<file path="config.mk">
export PLATFORM = sky130hd
export DESIGN_NAME = counter_preload_loader_flat
export DESIGN_NICKNAME = d
export VERILOG_FILES = /design/src/rtl/counter_preload_loader_if.sv /design/src/rtl/counter_preload_loader.sv /design/src/flat_wrapper.sv
export SDC_FILE = /design/constraint.sdc
export NUM_CORES = 1
export LEC_CHECK = 0
export ABC_AREA = 1
export ABC_CLOCK_PERIOD_IN_PS = 2300
export BUFFER_PORTS_ARGS = -buffer_cell sky130_fd_sc_hd__buf_2
export CAP_MARGIN = 25
export CORE_MARGIN = 2
export CORE_UTILIZATION = 40
export DETAILED_ROUTE_END_ITERATION = 12
export PLACE_DENSITY = 0.61
export SETUP_SLACK_MARGIN = 0.5
export SYNTH_ARGS = -nofsm -noshare
export SYNTH_HDL_FRONTEND = slang
export SYNTH_SLANG_ARGS = --single-unit
</file>
<file path="constraint.sdc">
create_clock -name clk -period 2.3 [get_ports clk]
set_input_delay 0.46 -clock clk [delete_from_list [all_inputs] [get_ports clk]]
set_output_delay 0.46 -clock clk [all_outputs]
set_load 0.05 [all_outputs]
</file>
<file path="src/rtl/counter_preload_loader_if.sv">
// Preload handshake bundle between the serial loader (master) and the
// downstream counter (slave).
interface counter_preload_loader_if;
  logic [7:0] load_data;
  logic       load_valid;
  logic       load_ready;
  logic       busy;
  logic       frame_err;

  modport master (
    output load_data,
    output load_valid,
    input  load_ready,
    output busy,
    output frame_err
  );

  modport slave (
    input  load_data,
    input  load_valid,
    output load_ready,
    input  busy,
    input  frame_err
  );
endinterface

</file>
<file path="src/rtl/counter_preload_loader.sv">
// Serial-pin preload loader: synchronises cs_n/sclk/sdata, assembles an 8-bit
// value and holds it for the counter. Optional macro LOADER_PARITY_EN adds an odd-parity 9th bit.
module counter_preload_loader #(
  parameter int SYNC_STAGES = 2
) (
  input  logic                            clk,
  input  logic                            rst_n,
  input  logic                            cs_n_in,
  input  logic                            sclk_in,
  input  logic                            sdata_in,
  counter_preload_loader_if.master        load_bus
);

`ifdef LOADER_PARITY_EN
  localparam int FRAME_BITS = 9;
`else
  localparam int FRAME_BITS = 8;
`endif
  localparam logic [3:0] FRAME_BITS_C = 4'(FRAME_BITS);
  localparam logic [2:0] SETTLE_DONE  = 3'(SYNC_STAGES + 1);

  localparam logic [1:0] ST_IDLE  = 2'd0;
  localparam logic [1:0] ST_SHIFT = 2'd1;
  localparam logic [1:0] ST_HOLD  = 2'd2;

`ifdef LOADER_PARITY_EN
  function automatic logic odd_parity_ok(input logic [8:0] frame);
    return ^frame;
  endfunction
`endif

  logic [SYNC_STAGES-1:0] cs_n_sync_r;
  logic [SYNC_STAGES-1:0] sclk_sync_r;
  logic [SYNC_STAGES-1:0] sdata_sync_r;
  logic                   cs_n_s;
  logic                   sclk_s;
  logic                   sdata_s;
  logic                   cs_n_prev_r;
  logic                   sclk_prev_r;
  logic [2:0]             settle_r;
  logic                   settled_s;
  logic                   cs_fall_s;
  logic                   cs_rise_s;
  logic                   sclk_rise_s;
  logic                   frame_ok_s;
  logic [1:0]             state_r;
  logic [1:0]             state_nx;
  logic [3:0]             bit_cnt_r;
  logic                   ovr_r;
  logic [FRAME_BITS-1:0]  shift_r;
  logic [7:0]             load_data_r;
  logic                   load_valid_r;
  logic                   busy_r;
  logic                   frame_err_r;

  assign cs_n_s  = cs_n_sync_r[SYNC_STAGES-1];
  assign sclk_s  = sclk_sync_r[SYNC_STAGES-1];
  assign sdata_s = sdata_sync_r[SYNC_STAGES-1];

  // Pin synchronisers, edge history and post-reset settle counter.
  always_ff @(posedge clk) begin
    if (rst_n) begin
      cs_n_sync_r  <= {SYNC_STAGES{1'b1}};
      sclk_sync_r  <= {SYNC_STAGES{1'b1}};
      sdata_sync_r <= {SYNC_STAGES{1'b0}};
      cs_n_prev_r  <= 1'b1;
      sclk_prev_r  <= 1'b1;
      settle_r     <= 3'd0;
    end else begin
      cs_n_sync_r  <= {cs_n_sync_r[SYNC_STAGES-2:0], cs_n_in};
      sclk_sync_r  <= {sclk_sync_r[SYNC_STAGES-2:0], sclk_in};
      sdata_sync_r <= {sdata_sync_r[SYNC_STAGES-2:0], sdata_in};
      cs_n_prev_r  <= cs_n_s;
      sclk_prev_r  <= sclk_s;
      if (settle_r != SETTLE_DONE) begin
        settle_r <= settle_r + 3'd1;
      end
    end
  end

  // Edges are masked until the synchroniser has refilled from the pins, so a
  // cs_n held low across reset never looks like a fresh frame start.
  assign settled_s   = (settle_r == SETTLE_DONE);
  assign cs_fall_s   = settled_s & cs_n_prev_r & ~cs_n_s;
  assign cs_rise_s   = settled_s & ~cs_n_prev_r & cs_n_s;
  assign sclk_rise_s = settled_s & ~sclk_prev_r & sclk_s;

`ifdef LOADER_PARITY_EN
  assign frame_ok_s = (bit_cnt_r == FRAME_BITS_C) && !ovr_r && odd_parity_ok(shift_r);
`else
  assign frame_ok_s = (bit_cnt_r == FRAME_BITS_C) && !ovr_r;
`endif

  // Next-state decode.
  always_comb begin
    state_nx = state_r;
    case (state_r)
      ST_IDLE: begin
        if (cs_fall_s) state_nx = ST_SHIFT;
        else           state_nx = ST_IDLE;
      end
      ST_SHIFT: begin
        if (cs_rise_s) state_nx = frame_ok_s ? ST_HOLD : ST_IDLE;
        else           state_nx = ST_SHIFT;
      end
      ST_HOLD: begin
        if (load_bus.load_ready) state_nx = ST_IDLE;
        else                     state_nx = ST_HOLD;
      end
      default: state_nx = ST_IDLE;
    endcase
  end

  // State, shift datapath and registered outputs.
  always_ff @(posedge clk) begin
    if (rst_n) begin
      state_r      <= ST_IDLE;
      bit_cnt_r    <= 4'd0;
      ovr_r        <= 1'b0;
      shift_r      <= {FRAME_BITS{1'b0}};
      load_data_r  <= 8'h00;
      load_valid_r <= 1'b0;
      busy_r       <= 1'b0;
      frame_err_r  <= 1'b0;
    end else begin
      state_r      <= state_nx;
      busy_r       <= (state_nx != ST_IDLE);
      load_valid_r <= (state_nx == ST_HOLD);
      frame_err_r  <= 1'b0;
      case (state_r)
        ST_IDLE: begin
          if (cs_fall_s) begin
            bit_cnt_r <= 4'd0;
            ovr_r     <= 1'b0;
          end
        end
        ST_SHIFT: begin
          // A cs rise takes priority and swallows any coincident sclk rise.
          if (cs_rise_s) begin
            if (frame_ok_s) load_data_r <= shift_r[FRAME_BITS-1 -: 8];
            else            frame_err_r <= 1'b1;
          end else if (sclk_rise_s) begin
            if (bit_cnt_r == FRAME_BITS_C) begin
              ovr_r <= 1'b1;
            end else begin
              shift_r   <= {shift_r[FRAME_BITS-2:0], sdata_s};
              bit_cnt_r <= bit_cnt_r + 4'd1;
            end
          end
        end
        default: begin
        end
      endcase
    end
  end

  assign load_bus.load_data  = load_data_r;
  assign load_bus.load_valid = load_valid_r;
  assign load_bus.busy       = busy_r;
  assign load_bus.frame_err  = frame_err_r;

endmodule

</file>
<file path="src/flat_wrapper.sv">
// flat-port wrapper written by rule: the top's interface ports become plain ports
module counter_preload_loader_flat 
#(
  parameter int SYNC_STAGES = 2
)
  (clk, rst_n, cs_n_in, sclk_in, sdata_in, load_bus_load_data, load_bus_load_valid, load_bus_load_ready, load_bus_busy, load_bus_frame_err);
  counter_preload_loader_if load_bus_i ();
  input  logic clk;
  input  logic rst_n;
  input  logic cs_n_in;
  input  logic sclk_in;
  input  logic sdata_in;
  output wire logic [$bits(load_bus_i.load_data)-1:0] load_bus_load_data;
  output wire logic [$bits(load_bus_i.load_valid)-1:0] load_bus_load_valid;
  input wire logic [$bits(load_bus_i.load_ready)-1:0] load_bus_load_ready;
  output wire logic [$bits(load_bus_i.busy)-1:0] load_bus_busy;
  output wire logic [$bits(load_bus_i.frame_err)-1:0] load_bus_frame_err;
  assign load_bus_load_data = load_bus_i.load_data;
  assign load_bus_load_valid = load_bus_i.load_valid;
  assign load_bus_i.load_ready = load_bus_load_ready;
  assign load_bus_busy = load_bus_i.busy;
  assign load_bus_frame_err = load_bus_i.frame_err;
  counter_preload_loader #(.SYNC_STAGES(SYNC_STAGES)) u_core (.clk(clk), .rst_n(rst_n), .cs_n_in(cs_n_in), .sclk_in(sclk_in), .sdata_in(sdata_in), .load_bus(load_bus_i));
endmodule
</file>
==> metrics.yaml <==
run_status:
  status: "finished, final reports clean"
power:
  powerDensity_nw_per_um2: 655
  ir_drop_uv: 449
  power_leakage_nw: 0.736
sta:
  rsz0062_at_grt: "no"
  whs_ps: 293
  setup_violations: 0
  fin_ws_ps: 650
  finalMaxSlewViolations: 0
  maxSlewHeadroom_pct: 55.1
  period_needed_ps: 1650
  fmax_mhz: 606
  hold_viol: 0
  tns_ps: 0
  worst_pin_slew_ps: 673
  finalCritPeriodShare_pct: 71.8
  skew_ps: 11.4
job:
  max-cap-violations: 0
route:
  drtIter0Drc: 32
  ant_nets: 0
  route.detailed.drc: 0
  drt-vias-per-instance: 4.66
  wirelength_um: 2600
  vias: 1164
  wl_per_cell_um: 10.4
  drtPass1Iterations: 4
synthesis:
  netlist_instances: 182
  synth_cell_types: 24
  seq_area_frac_synth_pct: 50.6
  synth-warning-count: 0
  ys_seq_elements: 37
  synthesis.area_sq_um: 1460
  syn_nets: 192
  syn-mean-instance-area_sq_um: 8.04
final_layout:
  diodes: 0
  area_delta_synth_final_pct: 13.1
  nets: 213
  drive_gt1_share_pct: 20.6
setup_path:
  crit_path_end_kind: "flip-flop"
  arrival_ps: 1900
  path_class: "flip-flop to flip-flop"
  required_ps: 2550
  startpoint_type: "flip-flop"
  cp_max_fo: 9
clock_tree:
  cts_buffer_depth: 2
  cts_root_buf: "clkbuf_4"
  cts_num_sinks: 37
  cts_hold_buffers: 0
  numCtsBuffers: 5
  path_clk_slew_ps: 110
  htreeDepth: 2
  insertion_delay_ps: 350
  cts_tree: "built"
place:
  dp_slack_ps: 615
  gp_congestion: 0.924
  port-buffer-count: 16
  hpwl_um: 1890
floorplan:
  io_pins: 17
  die-area_sq_um: 4160
  dieWidth_um: 64.5
  core_area_sq_um: 3420
  fp-row-count: 21
  start_util_pct: 42.9
  dieHeight_um: 64.5
min_path:
  hold_path.class: "primary input to flip-flop"
global_route:
  grt_pass1_wl_um: 4360
  grt_usage_pct: 14.0
  grt_pass1_vias: 1029
  grt_max_degree: 28
  antenna_found_initial: 0
  overflow: 0
path summary, 6_finish.rpt:
| path | slack, ps | end | cells after the start | start |
|---|---|---|---|---|
| max | 650 | u_core.shift_r[6]$_SDFFE_PP0P_ | 8 | u_core.bit_cnt_r[0]$_SDFFE_PP0P_ |
| min | 290 | u_core.cs_n_sync_r[0]$_SDFF_PP1_ | 2 | cs_n_in |
| max reg2reg | 650 | u_core.shift_r[6]$_SDFFE_PP0P_ | 8 | u_core.bit_cnt_r[0]$_SDFFE_PP0P_ |
| min reg2reg | 410 | u_core.sdata_sync_r[1]$_SDFF_PP0_ | 2 | u_core.sdata_sync_r[0]$_SDFF_PP0_ |
where the power goes:
part | internal [mW] | switching [mW] | total (mW)
sequential | 0.660 | 0.0110 | 0.671
clock | 0.119 | 0.223 | 0.342
combinational | 0.0264 | 0.0434 | 0.0698
cells in the final DEF, fill, tap and decap left out, types with 2 or more instances in the layout:
master	count
nor2_1	47
dfxtp_1	37
nand2_1	21
o21ai_0	20
buf_2	16
inv_1	13
a21oi_1	6
nand3_1	5
or2_2	5
clkbuf_4	5
inv_2	4
nand4_1	3
ha_1	3
nand3_2	2
nor2_4	2
and2_1	2
clkinvlp_4	2
Yosys cell counts, drive strengths merged:
master	n	share of area, %
nand2	23	6.6
o21bai	1	0.51
inv	17	4.4
nand3	7	3.1
buf	1	0.34
nor2	50	15
a21oi	6	2.1
clkbuf	2	0.51
dfxtp	37	51
a21o	1	0.51
o21ai	20	6.8
ha	4	3.4
o31ai	1	0.51
nor3	2	1.5
or2	5	2.1
nand4	3	1.3
and2	2	0.85
cell type report:
| type | count | area (sq um) |
|---|---|---|
| Inverter | 17 | 63.8 |
| Clock inverter | 2 | 15.0 |
| Multi-Input combinational cell | 125 | 649 |
| Clock buffer | 6 | 41.3 |
| Timing Repair Buffer | 17 | 87.6 |
| Fill cell | 353 | 1760 |
| Tap cell | 46 | 57.6 |
| Sequential cell | 37 | 741 |
stage by stage:
stage	total power [mW]	cells	instance area, sq um	util (%)
global placement	0.752	241	1590	46.5
detailed placement	0.756	241	1590	46.5
global route	1.14	250	1660	48.5
floorplan	0.738	182	1460	-
CTS	1.09	249	1650	48.2
finish	1.08	250	1660	48.5
registers in the layout, indices dropped and copies added (netlist names), 2 cells and up:
signal / count
u_core.settle_r: 3
u_core.sdata_sync_r: 2
u_core.shift_r: 8
u_core.load_bus.load_data: 8
u_core.state_r: 2
u_core.cs_n_sync_r: 2
u_core.bit_cnt_r: 4
u_core.sclk_sync_r: 2
critical path: stages, from the launching register on:
cell,delay [ps]
dfxtp_1,390
inv_1,80
ha_1,210
nand3_1,160
nand2_4,90
nor3_4,330
inv_2,130
nor2_1,110
nor2_1,50
cells by family after synthesis:
family,after synthesis,synth area share [%]
buffers and inverters,20,5.21
AND/OR/NAND/NOR,92,30.3
AO/OA/AOI/OAI,29,10.4
adder cells (fa/ha/maj),4,3.42
flip-flops,37,50.6
layer usage:
layer	GRT usage, %	vias to the layer above	wire length [um]
li1	-	619	-
met1	16.8	515	1280
met2	21.6	23	1120
met3	4.69	7	129
met4	8.78	0	72
met5	0	-	0
repair_timing:
action,in CTS,in global routing
endpoints found under the setup margin,0,11
resized for setup,0,1
buffers inserted,0,1
No activity file was read; power rests on OpenSTA's default activity.
